**config.mk**
```make
export PLATFORM = sky130hd
export DESIGN_NAME = vga_fb_arbiter
export DESIGN_NICKNAME = d
export VERILOG_FILES = /design/src/rtl/vga_fb_pkg.sv /design/src/rtl/vga_fb_scan_addr.sv /design/src/rtl/vga_fb_arbiter.sv
export SDC_FILE = /design/constraint.sdc
export NUM_CORES = 1
export LEC_CHECK = 0
export ABC_AREA = 1
export ABC_CLOCK_PERIOD_IN_PS = 7100
export CAP_MARGIN = 5
export CORE_UTILIZATION = 42
export DETAILED_ROUTE_END_ITERATION = 7
export PLACE_DENSITY = 0.8
export SYNTH_ARGS = -nofsm -noshare
export SYNTH_HDL_FRONTEND = slang
export SYNTH_HIERARCHICAL = 1
export SYNTH_SLANG_ARGS = --single-unit
```
**constraint.sdc**
```tcl
create_clock -name clk_25 -period 7.1 [get_ports clk_25]
set_input_delay 0.71 -clock clk_25 [delete_from_list [all_inputs] [get_ports clk_25]]
set_output_delay 0.71 -clock clk_25 [all_outputs]
set_load 0.05 [all_outputs]
```
**src/rtl/vga_fb_pkg.sv**
```systemverilog
// Shared framebuffer geometry, widths and clear-engine state encoding for the
// 160x120x8 VGA framebuffer arbiter.
package vga_fb_pkg;

  localparam int FB_W     = 160;
  localparam int FB_H     = 120;
  localparam int FB_DEPTH = 19200;
  localparam int ADDR_W   = 15;
  localparam int PIX_W    = 8;
  localparam int H_ACTIVE = 640;
  localparam int V_ACTIVE = 480;

  typedef enum logic {
    CLR_IDLE  = 1'b0,
    CLR_CLEAR = 1'b1
  } clr_state_t;

  // row*160 + col without a multiplier: row*128 + row*32 + col
  function automatic logic [ADDR_W-1:0] fb_addr(input logic [6:0] row,
                                                input logic [7:0] col);
    logic [ADDR_W-1:0] r;
    r       = ADDR_W'(row);
    fb_addr = (r << 7) + (r << 5) + ADDR_W'(col);
  endfunction

endpackage

```
**src/rtl/vga_fb_scan_addr.sv**
```systemverilog
// Combinational decode of the timing counter into the scanout prefetch slot
// and its framebuffer address; the slot leads the visible pixel by 4 clocks.
module vga_fb_scan_addr
  import vga_fb_pkg::*;
#(
  parameter int H_ACT_START = 144,
  parameter int V_ACT_START = 35
) (
  input  logic [9:0]        hpixel,
  input  logic [9:0]        vpixel,
  output logic [9:0]        rel_h,
  output logic              vact,
  output logic              h_win,
  output logic              scan_slot,
  output logic [ADDR_W-1:0] scan_addr
);

  localparam logic [9:0] H_OFS   = 10'(H_ACT_START - 4);
  localparam logic [9:0] V_START = 10'(V_ACT_START);
  localparam logic [9:0] V_END   = 10'(V_ACT_START + V_ACTIVE);
  localparam logic [9:0] H_LEN   = 10'(H_ACTIVE);

  logic [9:0] v_rel;
  logic [6:0] row;
  logic [7:0] col;

  always_comb begin
    rel_h     = hpixel - H_OFS;
    v_rel     = vpixel - V_START;
    vact      = (vpixel >= V_START) && (vpixel < V_END);
    h_win     = (rel_h < H_LEN);
    scan_slot = vact && h_win && (rel_h[1:0] == 2'b00);
    row       = 7'(v_rel >> 2);
    col       = 8'(rel_h >> 2);
    scan_addr = fb_addr(row, col);
  end

endmodule

```
**src/rtl/vga_fb_arbiter.sv**
```systemverilog
// Single-port framebuffer arbiter: scanout prefetch > clear engine > host,
// plus the clear FSM and the zero-latency pixel output pipeline.
module vga_fb_arbiter
  import vga_fb_pkg::*;
#(
  parameter int H_ACT_START = 144,
  parameter int V_ACT_START = 35
) (
  input  logic              clk_25,
  input  logic              rst,
  input  logic [9:0]        hpixel,
  input  logic [9:0]        vpixel,
  input  logic              host_req,
  input  logic              host_we,
  input  logic [ADDR_W-1:0] host_addr,
  input  logic [PIX_W-1:0]  host_wdata,
  output logic              host_ack,
  output logic [PIX_W-1:0]  host_rdata,
  output logic              host_rvalid,
  input  logic              clr_start,
  input  logic [PIX_W-1:0]  clr_color,
  output logic              clr_busy,
  output logic              ram_en,
  output logic              ram_we,
  output logic [ADDR_W-1:0] ram_addr,
  output logic [PIX_W-1:0]  ram_wdata,
  input  logic [PIX_W-1:0]  ram_rdata,
  output logic [PIX_W-1:0]  pix_rgb,
  output logic              pix_active
);

  localparam logic [ADDR_W-1:0] LAST_ADDR = ADDR_W'(FB_DEPTH - 1);
  localparam logic [ADDR_W-1:0] DEPTH_A   = ADDR_W'(FB_DEPTH);
  localparam logic [9:0]        PIX_LO    = 10'd3;
  localparam logic [9:0]        PIX_HI    = 10'(H_ACTIVE + 2);

  logic [9:0]        rel_h;
  logic              vact;
  logic              h_win;
  logic              scan_slot;
  logic [ADDR_W-1:0] scan_addr;

  clr_state_t        clr_state, clr_state_nxt;
  logic [ADDR_W-1:0] clr_cnt, clr_cnt_nxt;
  logic [PIX_W-1:0]  clr_color_q, clr_color_nxt;

  logic gnt_scan, gnt_clr, gnt_host, host_oor;
  logic pix_win, pix_load;

  logic             scan_vld_p1;
  logic [PIX_W-1:0] fetch_p1;
  logic             rd_vld_p1;
  logic             rd_oor_p1;

  vga_fb_scan_addr #(
    .H_ACT_START(H_ACT_START),
    .V_ACT_START(V_ACT_START)
  ) u_scan_addr (
    .hpixel   (hpixel),
    .vpixel   (vpixel),
    .rel_h    (rel_h),
    .vact     (vact),
    .h_win    (h_win),
    .scan_slot(scan_slot),
    .scan_addr(scan_addr)
  );

  // Grants are combinational and forced off while rst is held so every
  // RAM/host output reads 0 for the whole reset, not just after an edge.
  always_comb begin
    host_oor = (host_addr >= DEPTH_A);
    gnt_scan = scan_slot && !rst;
    gnt_clr  = !scan_slot && (clr_state == CLR_CLEAR) && !rst;
    gnt_host = host_req && !scan_slot && (clr_state == CLR_IDLE) && !rst;
    host_ack = gnt_host;
    clr_busy = (clr_state == CLR_CLEAR);
  end

  always_comb begin
    ram_en    = 1'b0;
    ram_we    = 1'b0;
    ram_addr  = '0;
    ram_wdata = '0;
    if (gnt_scan) begin
      ram_en   = 1'b1;
      ram_addr = scan_addr;
    end else if (gnt_clr) begin
      ram_en    = 1'b1;
      ram_we    = 1'b1;
      ram_addr  = clr_cnt;
      ram_wdata = clr_color_q;
    end else if (gnt_host && !host_oor) begin
      ram_en    = 1'b1;
      ram_we    = host_we;
      ram_addr  = host_addr;
      ram_wdata = host_we ? host_wdata : '0;
    end
  end

  always_comb begin
    clr_state_nxt = clr_state;
    clr_cnt_nxt   = clr_cnt;
    clr_color_nxt = clr_color_q;
    unique case (clr_state)
      CLR_IDLE: begin
        if (clr_start) begin
          clr_state_nxt = CLR_CLEAR;
          clr_cnt_nxt   = '0;
          clr_color_nxt = clr_color;
        end
      end
      CLR_CLEAR: begin
        if (gnt_clr) begin
          if (clr_cnt == LAST_ADDR) begin
            clr_state_nxt = CLR_IDLE;
            clr_cnt_nxt   = '0;
          end else begin
            clr_cnt_nxt = clr_cnt + 1'b1;
          end
        end
      end
      default: clr_state_nxt = CLR_IDLE;
    endcase
  end

  always_ff @(posedge clk_25 or posedge rst) begin
    if (rst) begin
      clr_state   <= CLR_IDLE;
      clr_cnt     <= '0;
      clr_color_q <= '0;
    end else begin
      clr_state   <= clr_state_nxt;
      clr_cnt     <= clr_cnt_nxt;
      clr_color_q <= clr_color_nxt;
    end
  end

  // The output window runs one count ahead of hpixel so pix_rgb changes on
  // the same edge the counter enters/leaves H_ACT_START..H_ACT_START+639.
  always_comb begin
    pix_win  = vact && (rel_h >= PIX_LO) && (rel_h <= PIX_HI);
    pix_load = h_win && (rel_h[1:0] == 2'b11);
  end

  // p1: RAM read data returns for the scan slot or host read issued last cycle
  always_ff @(posedge clk_25 or posedge rst) begin
    if (rst) begin
      scan_vld_p1 <= 1'b0;
      fetch_p1    <= '0;
      rd_vld_p1   <= 1'b0;
      rd_oor_p1   <= 1'b0;
    end else begin
      scan_vld_p1 <= gnt_scan;
      rd_vld_p1   <= gnt_host && !host_we;
      rd_oor_p1   <= host_oor;
      if (scan_vld_p1) begin
        fetch_p1 <= ram_rdata;
      end
    end
  end

  // p2: fetched pixel moves to the output register at the 4-pixel boundary
  always_ff @(posedge clk_25 or posedge rst) begin
    if (rst) begin
      pix_rgb    <= '0;
      pix_active <= 1'b0;
    end else if (pix_win) begin
      pix_active <= 1'b1;
      if (pix_load) begin
        pix_rgb <= fetch_p1;
      end
    end else begin
      pix_rgb    <= '0;
      pix_active <= 1'b0;
    end
  end

  always_comb begin
    host_rvalid = rd_vld_p1;
    host_rdata  = (rd_vld_p1 && !rd_oor_p1) ? ram_rdata : '0;
  end

endmodule

```
==> run_results.csv <==
group,metric,value,unit
logic_synthesis,yosysTopAreaCell,"dfrtp_1",
clock_tree,clockBufferDepth,2,
floorplanning,io_pins,109,
global_routing,grt.overflow.total,0,
route,drt-total-wl,9.97,mm
min_path,hp-start,"clr_color_q[7]",
critical_path,cpMostUsedCell,"nand3_1",
floorplanning,rows,33,
run,drv_cap,0,
clock_tree,htreeDepth,2,
clock_tree,clkTransAtPathRegs,0.07,ns
critical_path,crit_type,"in2out",
pwr,p_leak,2.33,nW
critical_path,critPathMaxStageDelay,0.81,ns
route,ant_nets,0,
logic_synthesis,synthCells,525,
route,via_per_inst,5.17,
floorplanning,core-area,8300,µm²
critical_path,worstRegToRegCells,8,
timing,slew_viol_final,0,
route,vias,3762,
timing,fin_crit_sh,0.715,
critical_path,r2r-start,"clr_cnt[1]",
logic_synthesis,ys_seq_area_frac,0.303,
placed_design,gp_congestion,0.958,
timing,skew,0.0114,ns
floorplanning,die_x,95.0,µm
critical_path,crit_start,"hpixel[4]",
placed_design,hpwl,7.84,mm
global_routing,antenna_found_initial,0,
critical_path,ff2ff_setup_slack,5.47,ns
timing,final-setup-viol-count,0,
floorplanning,die-area,9020,µm²
floorplanning,die_y,95.0,µm
logic_synthesis,yosysMostFrequentCell,"nand2_1",
timing,period_needed,5.08,ns
logic_synthesis,synth_nets,606,
logic_synthesis,synth.top_cell.area_share,0.303,
logic_synthesis,synthFlopType,"dfrtp_1",
timing,rsz0062_at_grt,"no",
critical_path,critPathTopFamily,"buffers and inverters",
clock_tree,cts_resized,0,
critical_path,cp_cell_sequence,"clkdlybuf4s50_1 -> nor2_4 -> nand3_1 -> nand2_1 -> nand3b_1 -> nand2_2 -> inv_1 -> fa_1 -> inv_1 -> fa_1 -> nand4_1 -> nand3_1 -> xor2_1 -> nand2_1 -> nand3_1 -> clkdlybuf4s50_1",
critical_path,worst-path-stages,16,
logic_synthesis,yosys_warnings,6,
timing,tns,0,ns
cells_and_area,nNetsFinal,704,
clock_tree,clk_latency,0.30,ns
cells_and_area,drive_above_1_share,0.0899,
route,firstDrtPassIters,5,
logic_synthesis,yosys-top-cells-count,"159 x nand2_1, 76 x inv_1, 44 x dfrtp_1, 43 x nor2_1, 41 x nand3_1",
logic_synthesis,ys_ff_latch,44,
logic_synthesis,syn_avg_cell_area,6.92,µm²
critical_path,end_kind,"primary output",
route,avgRoutedWirePerCell,13.7,µm
logic_synthesis,ys_types,37,
status,status,"complete, no violations",
cells_and_area,areaGrowthSynthToFinish,32.5,%
pwr,peakVddDrop,0.114,mV
critical_path,cp.buffers_inverters,4,
logic_synthesis,async_reset_ff_frac,1.00,
pwr,total_power,0.795,mW
clock_tree,cts_tree,"yes",
min_path,hold_depth,1,
placed_design,port_buffers,108,
route,drc_errors,0,
clock_tree,cts_root_buffer,"clkbuf_8",
logic_synthesis,synthesis.area,3630,µm²
route,drtIter0Drc,194,
floorplanning,start_util,0.438,
clock_tree,cts.sinks,44,
logic_synthesis,synth_edf_count,0,
critical_path,cp_slowest_cell,"clkdlybuf4s50_1",
critical_path,crit_arrival,4.37,ns
global_routing,grt_pass1_wl,15.9,mm
pwr,power.density,165,nW/µm²
global_routing,grt_pass1_vias,3407,
global_routing,grtUsageTotal,0.225,
min_path,hold_path_class,"reg2reg",
cells_and_area,diodes,0,
timing,hold_viol_final,0,
timing,max_freq,197,MHz
clock_tree,post_cts_buffers,0,
logic_synthesis,synth_area_leaders,"dfrtp_1 30%, nand2_1 16%, inv_1 7.9%",
critical_path,critPathRequiredTime,6.39,ns
critical_path,startpoint_type,"primary input",
clock_tree,cts_inserted_buffers,5,
critical_path,path_max_fanout,5,
clock_tree,hold_buffers,0,
timing,worst_pin_slew,0.846,ns
global_routing,grt_start_max_net_pins,45,
cells_and_area,utilization,0.580,
timing,maxSlewHeadroom,0.436,
[placed cells by master, fill, tap and decap left out]
cell type	synthesis	final
dfrtp_1	44	44
clkinv_1	0	1
nand4_2	2	2
mux2_2	8	8
nand4_1	21	21
o21a_1	1	1
a21oi_2	5	5
nand2_1	159	159
inv_2	3	3
buf_4	9	1
nand3b_1	2	2
inv_1	76	75
nand3_1	41	41
clkdlybuf4s50_1	0	108
o211ai_1	1	1
nand3_2	1	1
o21ai_1	2	2
o21ai_0	30	30
xnor2_1	2	2
nand2_4	3	3
nor2_1	43	43
clkinv_2	1	2
a21o_1	1	1
a21oi_1	7	7
nor3_1	4	4
ha_1	15	15
clkinvlp_4	0	1
nand2_2	9	9
fa_1	2	2
xor2_1	8	8
nor2_2	4	4
nand2_8	1	1
nand3_4	3	3
nor2_4	6	6
nor3_2	1	1
clkbuf_8	0	5
o21ai_2	1	1
[sequential cells by signal, summed over array words and instances (netlist names)]
signal and cells:
rd_oor_p1 1, fetch_p1 8, clr_cnt 15, clr_color_q 8, scan_vld_p1 1, pix_active 1
pix_rgb 8, host_rvalid 1, clr_busy 1
[per-stage QoR]
step,instance area [µm²],setup slack (ns),hold slack [ns],std cells
global route,4810,1.81,0.529,728
global placement,4730,2.15,0.490,721
CTS,4810,2.04,0.512,728
finish,4810,2.02,0.508,728
floorplan,3630,3.30,0.480,525
detailed placement,4730,2.07,0.494,721
[kinds of logic after synthesis]
family,count (synthesis),synth area share
flip-flops,44,0.303
multiplexers,8,0.0248
adder cells (fa/ha/maj),17,0.0627
AND/OR/NAND/NOR,300,0.394
buffers and inverters,98,0.117
AO/OA/AOI/OAI,48,0.0744
XOR/XNOR,10,0.0241
[final cells by class]
cell class	count	area, µm²
Fill cell	766	3490
Multi-Input combinational cell	383	2110
Sequential cell	44	1100
Timing Repair Buffer	109	1090
Inverter	80	302
Tap cell	105	131
Clock buffer	5	68.8
Clock inverter	2	12.5
[per-layer routing]
| layer | global-route usage | part of all wire | vias to the layer above |
|---|---|---|---|
| met1 | 0.299 | 0.44 | 1760 |
| met3 | 0.0395 | 0.065 | 17 |
| met4 | 0.0593 | 0.016 | 0 |
| li1 | - | - | 1860 |
| met5 | 0 | 0 | - |
| met2 | 0.376 | 0.48 | 125 |
[final timing paths]
check / to
setup / recovery: ram_addr[12]
hold / removal: clr_color_q[7]
setup reg to reg: clr_cnt[8]
hold reg to reg: clr_color_q[7]
max in group asynchronous: clr_cnt[2]
min in group asynchronous: clr_cnt[7]
[power breakdown]
| part | switching, mW | internal, mW | total, mW |
|---|---|---|---|
| registers | 0.0330 | 0.285 | 0.318 |
| clock network | 0.0841 | 0.0667 | 0.151 |
| logic | 0.201 | 0.126 | 0.326 |
[worst register-to-register path, stage by stage (launching register included)]
cell	delay, ns
dfrtp_1	0.43
ha_1	0.21
nand3_1	0.13
inv_1	0.14
nand2_2	0.10
o21ai_1	0.20
nand2_1	0.14
clkinv_2	0.12
nor2_1	0.06
Power figures use the tool's default switching activity.
==> variant 1, RTL diff (same settings) <==
Put one more register stage on the output `pix_rgb`, with the module's reset. The value now appears one clock later. The other outputs are not delayed to match.
--- a/src/rtl/vga_fb_arbiter.sv
+++ b/src/rtl/vga_fb_arbiter.sv
@@ -35,2 +35,4 @@
   localparam logic [9:0]        PIX_HI    = 10'(H_ACTIVE + 2);
+
+  logic [PIX_W-1:0] pix_rgb_s0;
 
@@ -164,3 +166,3 @@
     if (rst) begin
-      pix_rgb    <= '0;
+      pix_rgb_s0 <= '0;
       pix_active <= 1'b0;
@@ -169,6 +171,6 @@
       if (pix_load) begin
-        pix_rgb <= fetch_p1;
+        pix_rgb_s0 <= fetch_p1;
       end
     end else begin
-      pix_rgb    <= '0;
+      pix_rgb_s0 <= '0;
       pix_active <= 1'b0;
@@ -182,2 +184,10 @@
 
+  always_ff @(posedge clk_25 or posedge rst) begin
+    if (rst) begin
+      pix_rgb <= '0;
+    end else begin
+      pix_rgb <= pix_rgb_s0;
+    end
+  end
+
 endmodule
Function: changed (Yosys sat finds a counterexample within 4 cycles, from zero or initial values and one cycle with rst high).
==> variant 1 against the original RTL <==
Area after synthesis rose by 3.0%. Critical path type unchanged. Setup slack improved by 0.017 ns. Critical endpoint unchanged. Largest power group is now sequential cells. Die area rose by 2.9%. Sequential cell count rose by 8. Routed wire length fell by 1.6%. Total power rose by 12%. Critical path depth did not move. Cell area rose by 3.3%. Combinational power fell by 2%. Via count rose by 0.93%.
==> variant 1: results (changes against the original RTL) <==
* R2r setup slk at 5.25 ns (-0.22 ns)
* Post-DP HPWL at 7720 um (-1.6%)
* Worst slew pin tran at 1.16 ns (+0.318 ns)
* Worst Clk Skew at 0.00234 ns (-0.00908 ns)
* Setup crit start: hpixel[5]
* RR Endpoint: clr_cnt[3]$_DFFE_PP0P_
* Ratio of cells with drive above 1 in the final layout at 7.46% (-1.5 points)
* Status: complete, no violations
* CP arrival at 4.35 ns (-0.02 ns)
* Pin count of the biggest net entering global routing at 53 (+18%)
* Clock slew at reported path FFs at 0.10 ns (+0.03 ns)
* Fin nets at 697 (-0.99%)
* WL final at 9810 um (-1.6%)
* Max reg flops at 15 (unchanged)
* Most frequent cells after synthesis: 149 x nand2_1, 70 x inv_1, 52 x dfrtp_1, 43 x nor2_1, 42 x nand3_1
* Area contributors post-synth: dfrtp_1 35%, nand2_1 15%, inv_1 7.0%
* Gpl congestion at 0.944 (-1.5%)
* Top reg by flops: clr_cnt
* Vias in the first global route at 3600 (+5.7%)
* R2R Path Start: clr_busy$_DFF_PP0_
* IO buf count at 108 (unchanged)
* Worst reg2reg path depth at 7 (-1)
* DRT iter0 DRCs at 208 (+7.2%)
* Ant. Diodes at 0 (unchanged)
* First-pass GRT wire length at 16000 um (+0.43%)
* Synth cell types at 35 (-5.4%)
* Initial antenna violation count at 0 (unchanged)
* Static leakage at 0.00233 uW (-0.11%)
* First-pass DRT Iterations at 5 (unchanged)
* Peak supply drop at 0.102 mV (-11%)
* Syn_nets at 598 (-1.3%)
* Via count at 3797 (+0.93%)
* Hold Crit Start: pix_rgb_s0[0]$_DFFE_PP0P_
* Register area share after synthesis at 34.8% (+4.5 points)
* Total GRT Usage at 22.0% (-0.44 points)
-- variant 1: cell count changes after synthesis, sizes merged, moves of 3 or more --
| cell | delta |
|---|---|
| inv | -5 |
| a21oi | -3 |
| nor2 | -4 |
| nand4 | +4 |
| nand2 | -15 |
| dfrtp | +8 |
-- variant 1: logic make-up after synthesis --
logic type,synth area share [%]
AO/OA/AOI/OAI,6.56
XOR/XNOR,2.81
adder cells (fa/ha/maj),6.09
buffers and inverters,10.6
flip-flops,34.8
multiplexers,2.41
AND/OR/NAND/NOR,36.7
-- variant 1: worst max-delay path, cell delays in order --
cell	delay (ns)
clkdlybuf4s50_1	0.48
nor2_4	0.17
nand3_1	0.08
nand2_1	0.11
nand3b_1	0.10
nand2_2	0.12
inv_1	0.07
fa_1	0.53
inv_1	0.07
fa_1	0.48
nand4_1	0.12
nand3_1	0.12
xor2_1	0.17
nand2_1	0.07
nand3_1	0.14
clkdlybuf4s50_1	0.80
-- variant 1: layout make-up --
| type | count | area, um^2 |
|---|---|---|
| flip-flops and latches | 52 | 1300 |
| well taps | 108 | 135 |
| clock inverters | 3 | 46.3 |
| repair buffers | 110 | 1100 |
| multi-input cells | 373 | 2040 |
| fillers | 794 | 3710 |
| inverters | 74 | 278 |
| clock buffers | 5 | 68.8 |
-- variant 1: worst min-delay path by stage --
stage | end | slack (ns) | cells after the start
final | pix_rgb[0]$_DFF_PP0_ | 0.38 | 0
after global placement | pix_rgb[4]$_DFF_PP0_ | 0.36 | 0
after floorplan | pix_rgb[0]$_DFF_PP0_ | 0.35 | 0
after detailed placement | pix_rgb[0]$_DFF_PP0_ | 0.36 | 0
after CTS | pix_rgb[0]$_DFF_PP0_ | 0.38 | 0
after global routing | pix_rgb[0]$_DFF_PP0_ | 0.39 | 0
-- variant 1: per-layer routing --
metal	global-route usage, %	vias up	routed length (um)
met5	0	-	0
met4	5.88	0	157
met3	3.08	18	691
met2	38.3	146	4610
met1	28.6	1785	4350
li1	-	1848	-
-- variant 1: per-stage QoR --
step / worst slack [ns] / std cells / cell area [um^2]
6_report: 2.04 / 725 / 4970
5_1_grt: 1.84 / 725 / 4970
4_1_cts: 2.06 / 725 / 4970
3_5_place_dp: 2.09 / 717 / 4850
3_3_place_gp: 2.16 / 717 / 4850
2_1_floorplan: 3.30 / 517 / 3740
-- variant 1: power breakdown --
part	leakage (uW)	internal, uW	switching [uW]
Combinational	0.00159	125	194
Sequential	0.000679	334	30.6
Clock	0.0000548	106	103
==> variant 2, RTL diff (config.mk and constraints unchanged) <==
Without the edit above. `PIX_W`: 8 -> 9.
--- a/src/rtl/vga_fb_pkg.sv
+++ b/src/rtl/vga_fb_pkg.sv
@@ -8,3 +8,3 @@
   localparam int ADDR_W   = 15;
-  localparam int PIX_W    = 8;
+  localparam int PIX_W    = 9;
   localparam int H_ACTIVE = 640;
Ports: changed (6 resized); port bits go from 109 to 115. No check against the original RTL was run, so the function may have changed too.
==> variant 2 against the original RTL <==
Setup slack better by 0.0086 ns. Die area up 2.5%. Sequential cell count is 3 higher. Core utilization grew 1.7 points. Final cell count increased by 6.2%. Cell area rose by 4.0%. Total power rose by 14%. Routed wire length increased by 4.1%. Global-route usage rose by 0.94 points. Area after synthesis is 2.5% higher. Critical path type unchanged. Critical endpoint unchanged.
==> variant 2: results (changes against the original RTL) <==
* Fin Hold WS at 0.521 ns (+0.0133 ns)
* Avg Inst Size Synth at 6.56 um^2 (-5.1%)
* Logic inverters at 94 (+18%)
* Compound-cell area share of the yosys netlist at 8.77% (+1.3 points)
* Area contributors post-synth: dfrtp_1 32%, nand2_1 16%, inv_1 9.2%
* Synth Area in Adders at 6.12% (-0.15 points)
* Multi-input combinational area share at 41.2% (-2.6 points)
* Min-Delay Endpoint: clr_color_q[3]$_DFFE_PP0P_
* Total GRT Usage at 23.4% (+0.94 points)
* CP arrival at 4.36 ns (about the same)
* Clock network area share at 2.65% (+0.96 points)
* Static leakage at 0.00247 uW (+5.8%)
* XOR/XNOR Fraction of Synth Area at 1.88% (-0.53 points)
* Syn_nets at 651 (+7.4%)
* Pin count of the biggest net entering global routing at 49 (+8.9%)
* Fin nets at 751 (+6.7%)
* CLK BUF at 6 (+1)
* Synth cell types at 31 (-16%)
* DRT iter0 DRCs at 251 (+29%)
* IO buf count at 114 (+5.6%)
* Nonclk buf count at 115 (+5.5%)
* Final non-filler cell total at 773 (+6.2%)
* Metal2 WL at 4890 um (+2.9%)
* FF+latch area at 1180 um^2 (+6.8%)
* Worst slew pin tran at 1.03 ns (+0.185 ns)
* R2R Path Start: clr_busy$_DFF_PP0_
* Clock slew at reported path FFs at 0.09 ns (+0.02 ns)
* Hold Crit Start: clr_color_q[3]$_DFFE_PP0P_
* Ratio of cells with drive above 1 in the final layout at 5.09% (-3.9 points)
* DP Area at 4870 um^2 (+3.0%)
* Fin util at 59.7% (+1.7 points)
* Hold Crit Depth at 2 (+1)
* Synth-to-Final Area Change at 34.4%
* Max Fanout on Critical Path at 4 (-1)
* WL final at 10400 um (+4.1%)
* Status: complete, no violations
* Sw Share at 36.9% (-3.0 points)
* Mux contribution to synthesized area at 0% (-2.5 points)
* Routed met3 length at 854 um (+31%)
* Multi-In Gates at 404 (+5.5%)
* Met1 Routed Length at 4500 um (+2.0%)
* Filler cell count at 776 (+1.3%)
* Met3 Track Usage GR at 4.66% (+0.72 points)
* R2r setup slk at 5.11 ns (-0.36 ns)
* Pre-CTS setup slack at 2.07 ns (+0.00571 ns)
## variant 2: cell count changes after synthesis, moves of 3 or more
cell / before / now
dfrtp_1: 44 / 47
clkbuf_1: 1 / 4
inv_1: 76 / 91
nand4_1: 21 / 25
nor2_1: 43 / 62
nor2_4: 6 / 3
o22ai_1: 0 / 10
mux2_2: 8 / 0
a21oi_2: 5 / 1
o21ai_0: 30 / 25
buf_2: 5 / 8
a21oi_1: 7 / 20
## variant 2: worst max-delay path: cells and delay by family
family	cells	cell delay (ns)
adders and majority gates	2	1.02
xor gates and xnor gates	1	0.15
buffers and inverters	4	1.45
and+or+nand+nor	9	1.03
## variant 2: power by group through the flow
stage               Clock (uW)  Sequential, uW  Combinational [uW]
global route               249             337                 376
detailed placement           0             337                 337
CTS                        238             332                 340
finish                     235             333                 340
global placement             0             335                 331
floorplan                    0             339                 218
